===== config.mk =====
export PLATFORM = sky130hd
export DESIGN_NAME = sand_frame_sequencer
export DESIGN_NICKNAME = d
export VERILOG_FILES = /design/src/rtl/sand_frame_sequencer.sv
export SDC_FILE = /design/constraint.sdc
export NUM_CORES = 1
export LEC_CHECK = 0
export ABC_AREA = 1
export CAP_MARGIN = 20
export CORE_MARGIN = 2
export CORE_UTILIZATION = 30
export CTS_CLUSTER_DIAMETER = 80
export DETAILED_ROUTE_END_ITERATION = 12
export PLACE_DENSITY = 0.51
export RECOVER_POWER = 25
export SLEW_MARGIN = 20
export SYNTH_ARGS = -nofsm -noshare
export SYNTH_HDL_FRONTEND = slang
export SYNTH_SLANG_ARGS = --single-unit

===== constraint.sdc =====
create_clock -name clk -period 6.62 [get_ports clk]
set_clock_uncertainty 0.2 [all_clocks]
set_input_delay 1.324 -clock clk [delete_from_list [all_inputs] [get_ports clk]]
set_output_delay 1.324 -clock clk [all_outputs]
set_load 0.05 [all_outputs]

===== src/rtl/sand_frame_sequencer.sv =====
// Frame sequencer for the sand update datapath.
// Walks the packed framebuffer from the bottom row pair upwards. For each word
// it reads the floor word (row below) and the region word (current row), hands
// both to the combinational update unit, then writes floor and region back.
module sand_frame_sequencer #(
   parameter int WORDS_PER_ROW = 40,
   parameter int ROWS          = 480,
   parameter int ADDR_W        = 15
) (
   input  logic              clk,
   input  logic              reset,
   input  logic              start,
   output logic              busy,
   output logic              done,
   output logic [ADDR_W-1:0] mem_addr,
   output logic              mem_we,
   output logic [31:0]       mem_wdata,
   input  logic [31:0]       mem_rdata,
   output logic [31:0]       region,
   output logic [31:0]       floor,
   input  logic [31:0]       new_region,
   input  logic [31:0]       new_floor,
   output logic              docalculations,
   output logic              screenbegin,
   output logic              screenend
);

   localparam int COL_W = (WORDS_PER_ROW > 1) ? $clog2(WORDS_PER_ROW) : 1;
   localparam int ROW_W = $clog2(ROWS);

   // Row base of the bottom region row; later rows are reached by subtraction.
   localparam logic [ADDR_W-1:0] BASE_INIT = ADDR_W'((ROWS - 2) * WORDS_PER_ROW);
   localparam logic [ADDR_W-1:0] ROW_STEP  = ADDR_W'(WORDS_PER_ROW);
   localparam logic [COL_W-1:0]  COL_LAST  = COL_W'(WORDS_PER_ROW - 1);
   localparam logic [ROW_W-1:0]  ROW_INIT  = ROW_W'(ROWS - 2);

   typedef enum logic [2:0] {
      IDLE,
      RD_FLOOR,
      RD_REGION,
      CAPTURE,
      CALC,
      WR_FLOOR,
      WR_REGION,
      DONE
   } state_t;

   state_t state, state_nxt;

   logic [ROW_W-1:0]  row;
   logic [COL_W-1:0]  col;
   logic [ADDR_W-1:0] base;
   logic [31:0]       new_floor_q;
   logic [31:0]       new_region_q;
   logic [ADDR_W-1:0] region_addr;
   logic [ADDR_W-1:0] floor_addr;
   logic              last_word;

   assign region_addr = base + ADDR_W'(col);
   assign floor_addr  = base + ROW_STEP + ADDR_W'(col);
   assign last_word   = (col == COL_LAST) && (row == '0);

   // Edge flags cover the whole six-cycle word slot but stay low when idle.
   assign screenbegin = busy && (col == '0);
   assign screenend   = busy && (col == COL_LAST);

   // State register; reset aborts any pass in progress.
   always_ff @(posedge clk or posedge reset) begin
      if (reset) begin
         state <= IDLE;
      end else begin
         state <= state_nxt;
      end
   end

   // Next-state and memory-port decode; outputs follow state so reset drops mem_we at once.
   always_comb begin
      state_nxt      = state;
      busy           = 1'b0;
      done           = 1'b0;
      mem_addr       = '0;
      mem_we         = 1'b0;
      mem_wdata      = '0;
      docalculations = 1'b0;
      case (state)
         IDLE: begin
            if (start) begin
               state_nxt = RD_FLOOR;
            end
         end
         RD_FLOOR: begin
            busy      = 1'b1;
            mem_addr  = floor_addr;
            state_nxt = RD_REGION;
         end
         RD_REGION: begin
            busy      = 1'b1;
            mem_addr  = region_addr;
            state_nxt = CAPTURE;
         end
         CAPTURE: begin
            busy      = 1'b1;
            state_nxt = CALC;
         end
         CALC: begin
            busy           = 1'b1;
            docalculations = 1'b1;
            state_nxt      = WR_FLOOR;
         end
         WR_FLOOR: begin
            busy      = 1'b1;
            mem_addr  = floor_addr;
            mem_we    = 1'b1;
            mem_wdata = new_floor_q;
            state_nxt = WR_REGION;
         end
         WR_REGION: begin
            busy      = 1'b1;
            mem_addr  = region_addr;
            mem_we    = 1'b1;
            mem_wdata = new_region_q;
            state_nxt = last_word ? DONE : RD_FLOOR;
         end
         DONE: begin
            done      = 1'b1;
            state_nxt = IDLE;
         end
         default: begin
            state_nxt = IDLE;
         end
      endcase
   end

   // Word capture, update latching and row/column walk.
   always_ff @(posedge clk or posedge reset) begin
      if (reset) begin
         row          <= ROW_INIT;
         col          <= '0;
         base         <= BASE_INIT;
         region       <= '0;
         floor        <= '0;
         new_floor_q  <= '0;
         new_region_q <= '0;
      end else begin
         case (state)
            RD_REGION: begin
               // Floor read was issued last cycle, so its data is on the bus now.
               floor <= mem_rdata;
            end
            CAPTURE: begin
               region <= mem_rdata;
            end
            CALC: begin
               new_floor_q  <= new_floor;
               new_region_q <= new_region;
            end
            WR_REGION: begin
               if (col != COL_LAST) begin
                  col <= col + COL_W'(1);
               end else if (row != '0) begin
                  col  <= '0;
                  row  <= row - ROW_W'(1);
                  base <= base - ROW_STEP;
               end
            end
            DONE: begin
               row  <= ROW_INIT;
               col  <= '0;
               base <= BASE_INIT;
            end
            default: begin
            end
         endcase
      end
   end

endmodule


==> impl_metrics.json, run 1 <==
{
  "synth-adder-area-share_pct": 3.11,
  "cts-buffers-inserted": 17,
  "postCtsHoldBufs": 0,
  "critPathArrivalTime_ns": 3.45,
  "cap_violations": 3,
  "drc": 0,
  "min_path_type": "flop to flop",
  "post_cts_resized": 0,
  "post_cts_buffers": 0,
  "dieArea_sq_um": 27800,
  "grt_use_total_pct": 16.9,
  "leakage_uw": 0.00519,
  "root_buffer": "clkbuf_16",
  "cts_tree": "done",
  "drv_slew": 281,
  "setup_violations": 0,
  "place_hpwl_um": 16900,
  "yosysUniqueCellTypes": 37,
  "io_pins": 216,
  "core_area_sq_um": 26100,
  "layout.nets": 1330,
  "tns_ns": 0,
  "mostFrequentLayoutCell": "nand2_1",
  "initialDrtViolationCount": 468,
  "rows": 59,
  "synth-xor-area-share_pct": 1.32,
  "hold_depth": 2,
  "io_buffers": 215,
  "antenna_found_initial": 2,
  "grt_pass1_wl_um": 38000,
  "routed_wl_um": 23400,
  "hold_violations": 0,
  "gp_congestion": 0.842,
  "failed_checks": "capacitance limit, slew limit",
  "worstPathMaxFanout": 7,
  "maxSlewHeadroom_pct": -195,
  "grt_overflow": 0,
  "status": "finished with violations",
  "crit_type": "flop to output pin",
  "clk_latency_ns": 0.42,
  "min_period_ns": 4.98,
  "whs_ns": 0.278,
  "crit_end": "mem_addr[12]",
  "r2r_slack_ns": 1.75,
  "ys_ff_latch": 158,
  "rsz0062_at_grt": "no",
  "fin_crit_sh_pct": 75.2,
  "ys_warn_count": 0,
  "startpoint_type": "flop",
  "synth_top_family_by_area": "simple AND/OR/NAND/NOR gates",
  "crit_start": "base[5]$_DFFE_PP1P_",
  "cp.required_ns": 5.10,
  "netlist_area_sq_um": 7960,
  "area_delta_synth_final_pct": 38.3,
  "drt_pass1_iterations": 5,
  "final_cell_mix": "nand2_1, clkdlybuf4s50_1, o21ai_0, inv_1, dfrtp_1",
  "cts_sinks": 158,
  "vias": 7092,
  "final_layout_size_suffix_gt1_share_pct": 4.98,
  "synth_compound_area_share_pct": 14.6,
  "netlist_instances": 1014,
  "worst_slew_pin_slew_ns": 4.43,
  "cp-end-kind": "output pin",
  "die_w_um": 167,
  "initial_core_util_pct": 30.5,
  "h-tree-depth": 4,
  "r2r_cells": 5,
  "fmax_mhz": 201,
  "wl_per_cell_um": 15.0,
  "cts_buffer_depth": 2,
  "viasPerCell": 4.54,
  "synth-simple-area-share_pct": 20.8,
  "muxShareOfSynthArea_pct": 0,
  "grt_max_degree": 127,
  "seq_area_frac_synth_pct": 49.9,
  "p_per_area_nw_per_um2": 532,
  "ant_nets": 0,
  "vdd_drop_max_mv": 0.200,
  "fp.dieH_um": 167,
  "r2r-start": "state[1]$_DFFE_PP0P_",
  "grt_pass1_vias": 7096,
  "syn_area_per_cell_sq_um": 7.85,
  "r2r-end": "new_region_q[2]$_DFFE_PP0P_",
  "path_clk_slew_ns": 0.07
}
[registers in the layout (all words and copies together), names as in the netlist]
| name | flops |
|---|---|
| new_region_q | 32 |
| region | 32 |
| floor | 32 |
| base | 12 |
| state | 3 |
| row | 9 |
| col | 6 |
| new_floor_q | 32 |
[cell families (layout without fill, tap and decap cells)]
group,after synthesis,count (layout)
other,2,6
AO/OA/AOI/OAI,219,219
AND/OR/NAND/NOR,400,400
flip-flops,158,158
buffers and inverters,205,414
adder cells (fa/ha/maj),18,18
XOR/XNOR,12,12
[cell type report]
cell class	count	area, sq um
fillers	2691	15100
flip-flops and latches	158	3970
multi-input cells	654	3190
repair buffers	221	2190
inverters	161	612
clock buffers	18	439
well taps	335	419
clock inverters	14	181
diodes	1	2.50
[synthesized netlist by cell type]
library cell	instances	area, sq um
fa_1	3	60.1
nand3b_1	4	30.0
o21ai_0	157	786
inv_4	1	6.26
a32o_1	1	10.0
nor2_4	1	11.3
o21ai_1	12	60.1
buf_6	2	22.5
buf_2	8	40.0
nand2_2	1	6.26
dfrtp_1	145	3630
xor2_1	9	78.8
buf_8	1	15.0
a31oi_1	1	6.26
a21oi_1	10	50.1
nand3_1	53	265
nor3_1	4	20.0
inv_2	3	11.3
o22ai_1	32	200
nor4_1	1	6.26
nand4_1	12	75.1
a21o_1	1	7.51
inv_1	156	586
inv_6	1	8.76
nor2_1	55	206
nand2_1	266	998
or2_2	1	6.26
clkbuf_1	32	120
xnor2_1	3	26.3
nor2_8	1	20.0
buf_1	1	3.75
ha_1	15	188
conb_1	2	7.51
and2_1	1	6.26
o211ai_1	2	15.0
dfstp_2	13	342
o21ai_2	3	26.3
[worst min path at each step]
| stage | startpoint | to | slack (ns) |
|---|---|---|---|
| 6_report | row[6]$_DFFE_PP1P_ | row[6]$_DFFE_PP1P_ | 0.28 |
| 5_1_grt | row[6]$_DFFE_PP1P_ | row[6]$_DFFE_PP1P_ | 0.29 |
| 4_1_cts | row[6]$_DFFE_PP1P_ | row[6]$_DFFE_PP1P_ | 0.28 |
| 3_5_place_dp | row[6]$_DFFE_PP1P_ | row[6]$_DFFE_PP1P_ | 0.27 |
| 3_3_place_gp | row[6]$_DFFE_PP1P_ | row[6]$_DFFE_PP1P_ | 0.26 |
| 2_1_floorplan | new_region_q[31]$_DFFE_PP0P_ | new_region_q[31]$_DFFE_PP0P_ | 0.25 |
[metrics by stage]
step | cells | util [%] | total power [uW] | instance area [sq um] | setup WS [ns]
after floorplan | 1017 | - | 3810 | 7970 | 0.854
after global placement | 1529 | 39.9 | 4820 | 10400 | 2.16
after detailed placement | 1529 | 39.9 | 4840 | 10400 | 2.07
after CTS | 1561 | 42.3 | 5900 | 11000 | 1.61
after global routing | 1562 | 42.2 | 6250 | 11000 | 0.926
final | 1562 | 42.2 | 5850 | 11000 | 1.64
[critical path: stages (launching register included)]
cell and delay [ns]:
dfstp_2 0.60, inv_1 0.12, ha_1 0.36, inv_1 0.08, o21ai_0 0.48, nand2_1 0.20, o21ai_0 0.19, o211ai_1 0.11
nand2_1 0.09, clkdlybuf4s50_1 0.80
[metal layers]
layer | GRT usage, % | wire [um] | up-vias
li1 | - | - | 3618
met1 | 21.4 | 10400 | 3287
met2 | 27.8 | 11100 | 166
met3 | 5.96 | 1670 | 19
met4 | 4.01 | 281 | 2
met5 | 0 | 13 | -
[where the power goes]
| part | total [uW] | internal [uW] | switching, uW |
|---|---|---|---|
| Clock | 1030 | 558 | 472 |
| Combinational | 3140 | 1010 | 2120 |
| Sequential | 1690 | 1440 | 247 |
| Total | 5850 | 3010 | 2840 |
Note: power is estimated with default switching activity, not from simulation.
==> run 2, diff against run 1 <==
- PLACE_DENSITY: 0.51 -> 0.53
- clock period: 6.62 -> 4.2 ns (I/O delays scaled with it)
==> impl_metrics.json, run 2 (same netlist as run 1, synthesis figures left out) <==
{
  "fin_ws_ns": 0.275,
  "power_frac_seq_pct": 28.4,
  "power.internal_uw": 4820,
  "worstPathMaxFanout": 16,
  "core_area_sq_um": 26100,
  "h-tree-depth": 4,
  "switching_share_pct": 48.4,
  "cts-buffers-inserted": 17,
  "r2r_cells": 4,
  "cp_num_cells": 6,
  "crit_type": "flop to output pin",
  "status": "finished with violations",
  "p_comb_share_pct": 55.0,
  "leakage_uw": 0.00539,
  "vdd_drop_max_mv": 0.365,
  "final_cell_mix": "nand2_1, clkdlybuf4s50_1, o21ai_0",
  "antenna_found_initial": 0,
  "critPathMaxStageDelay_ns": 0.91,
  "path_buf_inv": 3,
  "cts_sinks": 158,
  "rsz0062_at_grt": "no",
  "tns_ns": 0,
  "setup_violations": 0,
  "initialDrtViolationCount": 559,
  "cp.required_ns": 3.16,
  "drc": 0,
  "post_cts_buffers": 0,
  "ant_nets": 0,
  "final_layout_size_suffix_gt1_share_pct": 8.85,
  "fillers": 2648,
  "seq_area_sq_um": 3970,
  "maxSlewHeadroom_pct": -61.2,
  "grt_pass1_wl_um": 38500,
  "critPathArrivalTime_ns": 2.89,
  "cpMostUsedCell": "inv_2",
  "grt_use_total_pct": 17.3,
  "place_hpwl_um": 17200,
  "rows": 59,
  "wl_per_cell_um": 15.1,
  "area_delta_synth_final_pct": 42.4,
  "drv_slew": 153,
  "mostFrequentLayoutCell": "nand2_1",
  "dp_worst_setup_slack_ns": 0.427,
  "finalNonFillerCells": 1567,
  "root_buffer": "clkbuf_16",
  "worst_slew_pin_slew_ns": 2.42,
  "path_clk_slew_ns": 0.07,
  "failed_checks": "capacitance limit, slew limit",
  "multi_input_area_sq_um": 3190,
  "layout.nets": 1336,
  "p_clk_share_pct": 16.5,
  "grt_pass1_vias": 7101,
  "startpoint_type": "flop",
  "die_w_um": 167,
  "diodes": 0,
  "io_pins": 216,
  "cp-end-kind": "output pin",
  "routed_wl_um": 23700,
  "fin_crit_sh_pct": 93.5,
  "fmax_mhz": 255,
  "viasPerCell": 4.55,
  "fp.dieH_um": 167,
  "drt_pass1_iterations": 7,
  "min_path_type": "flop to flop",
  "min_period_ns": 3.93,
  "cp_slowest_cell": "clkdlybuf4s50_1",
  "critPathTopFamily": "buffers and inverters",
  "dp_cells": 1535,
  "gp_congestion": 0.912,
  "io_buffers": 215,
  "hold_depth": 2,
  "clk_latency_ns": 0.42,
  "p_sw_uw": 4530,
  "cts_buffer_depth": 2,
  "vias": 7127,
  "initial_core_util_pct": 30.5,
  "grt_max_degree": 87,
  "cts_tree": "done",
  "grt_overflow": 0,
  "p_per_area_nw_per_um2": 825,
  "cap_violations": 2,
  "hold_violations": 0,
  "crit_chain": "inv_2 -> nor2_4 -> inv_2 -> nand2_1 -> nor4_1 -> clkdlybuf4s50_1",
  "dieArea_sq_um": 27800
}
[run 2: cell types whose count changed in the layout (fill, tap and decap cells not counted), moves of 2 or more]
cell | before | now
clkinv_4 | 0 | 4
buf_12 | 0 | 32
buf_4 | 5 | 17
inv_8 | 6 | 2
inv_1 | 157 | 155
nand2_1 | 267 | 265
clkdlybuf4s50_1 | 181 | 170
dlygate4sd3_1 | 34 | 2
dlygate4sd2_1 | 0 | 2
[run 2: final timing paths]
kind | slack (ns) | to | from
min | 0.28 | row[6]$_DFFE_PP1P_ | row[6]$_DFFE_PP1P_
min in group asynchronous | 0.71 | floor[14]$_DFFE_PP0P_ | reset
max reg2reg | 1.12 | region[4]$_DFFE_PP0P_ | state[2]$_DFFE_PP0P_
max | 0.27 | screenbegin | state[2]$_DFFE_PP0P_
max in group asynchronous | 0.72 | new_region_q[0]$_DFFE_PP0P_ | reset
min reg2reg | 0.28 | row[6]$_DFFE_PP1P_ | row[6]$_DFFE_PP1P_
[run 2: area by class of cell]
| cell class | instances | share of cell area, % |
|---|---|---|
| Sequential cell | 158 | 35.0 |
| Multi-Input combinational cell | 654 | 28.2 |
| Timing Repair Buffer | 227 | 22.4 |
| Inverter | 161 | 5.41 |
| Clock buffer | 19 | 4.00 |
| Tap cell | 335 | 3.70 |
| Clock inverter | 13 | 1.31 |
[run 2: what timing repair did]
action / 4_1_cts / 5_1_grt
gates resized for setup: 2 / 1
endpoints found under the hold margin: 0 / 0
endpoints found under the setup margin: 2 / 1
hold buffers: 0 / 0
[run 2: power groups by stage]
stage,Combinational [uW],Sequential [uW],Clock (uW)
final,5150,2660,1550
after global routing,5590,2750,1660
after CTS,5190,2660,1600
after detailed placement,5170,2680,0
after global placement,5140,2660,0
after floorplan,2380,3630,0
[run 2: tightest hold or removal path, cell delays in order (launching register included)]
cell and delay, ns:
dfstp_2 0.37, nand2_1 0.05, o21ai_1 0.05
[run 2: per-stage QoR]
stage	hold slack (ns)	total power, uW	util (%)	cell area (sq um)
2_1_floorplan	0.249	6010	-	7970
3_3_place_gp	0.262	7800	41.3	10800
4_1_cts	0.280	9460	43.6	11400
6_report	0.276	9350	43.5	11300
3_5_place_dp	0.269	7850	41.3	10800
5_1_grt	0.296	10000	43.5	11300
[run 2: per-layer routing]
layer	share of wire [%]	track usage (%)
met1	44	21.5
met2	48	28.5
met3	7.6	6.44
met4	1.0	4.20
met5	0	0
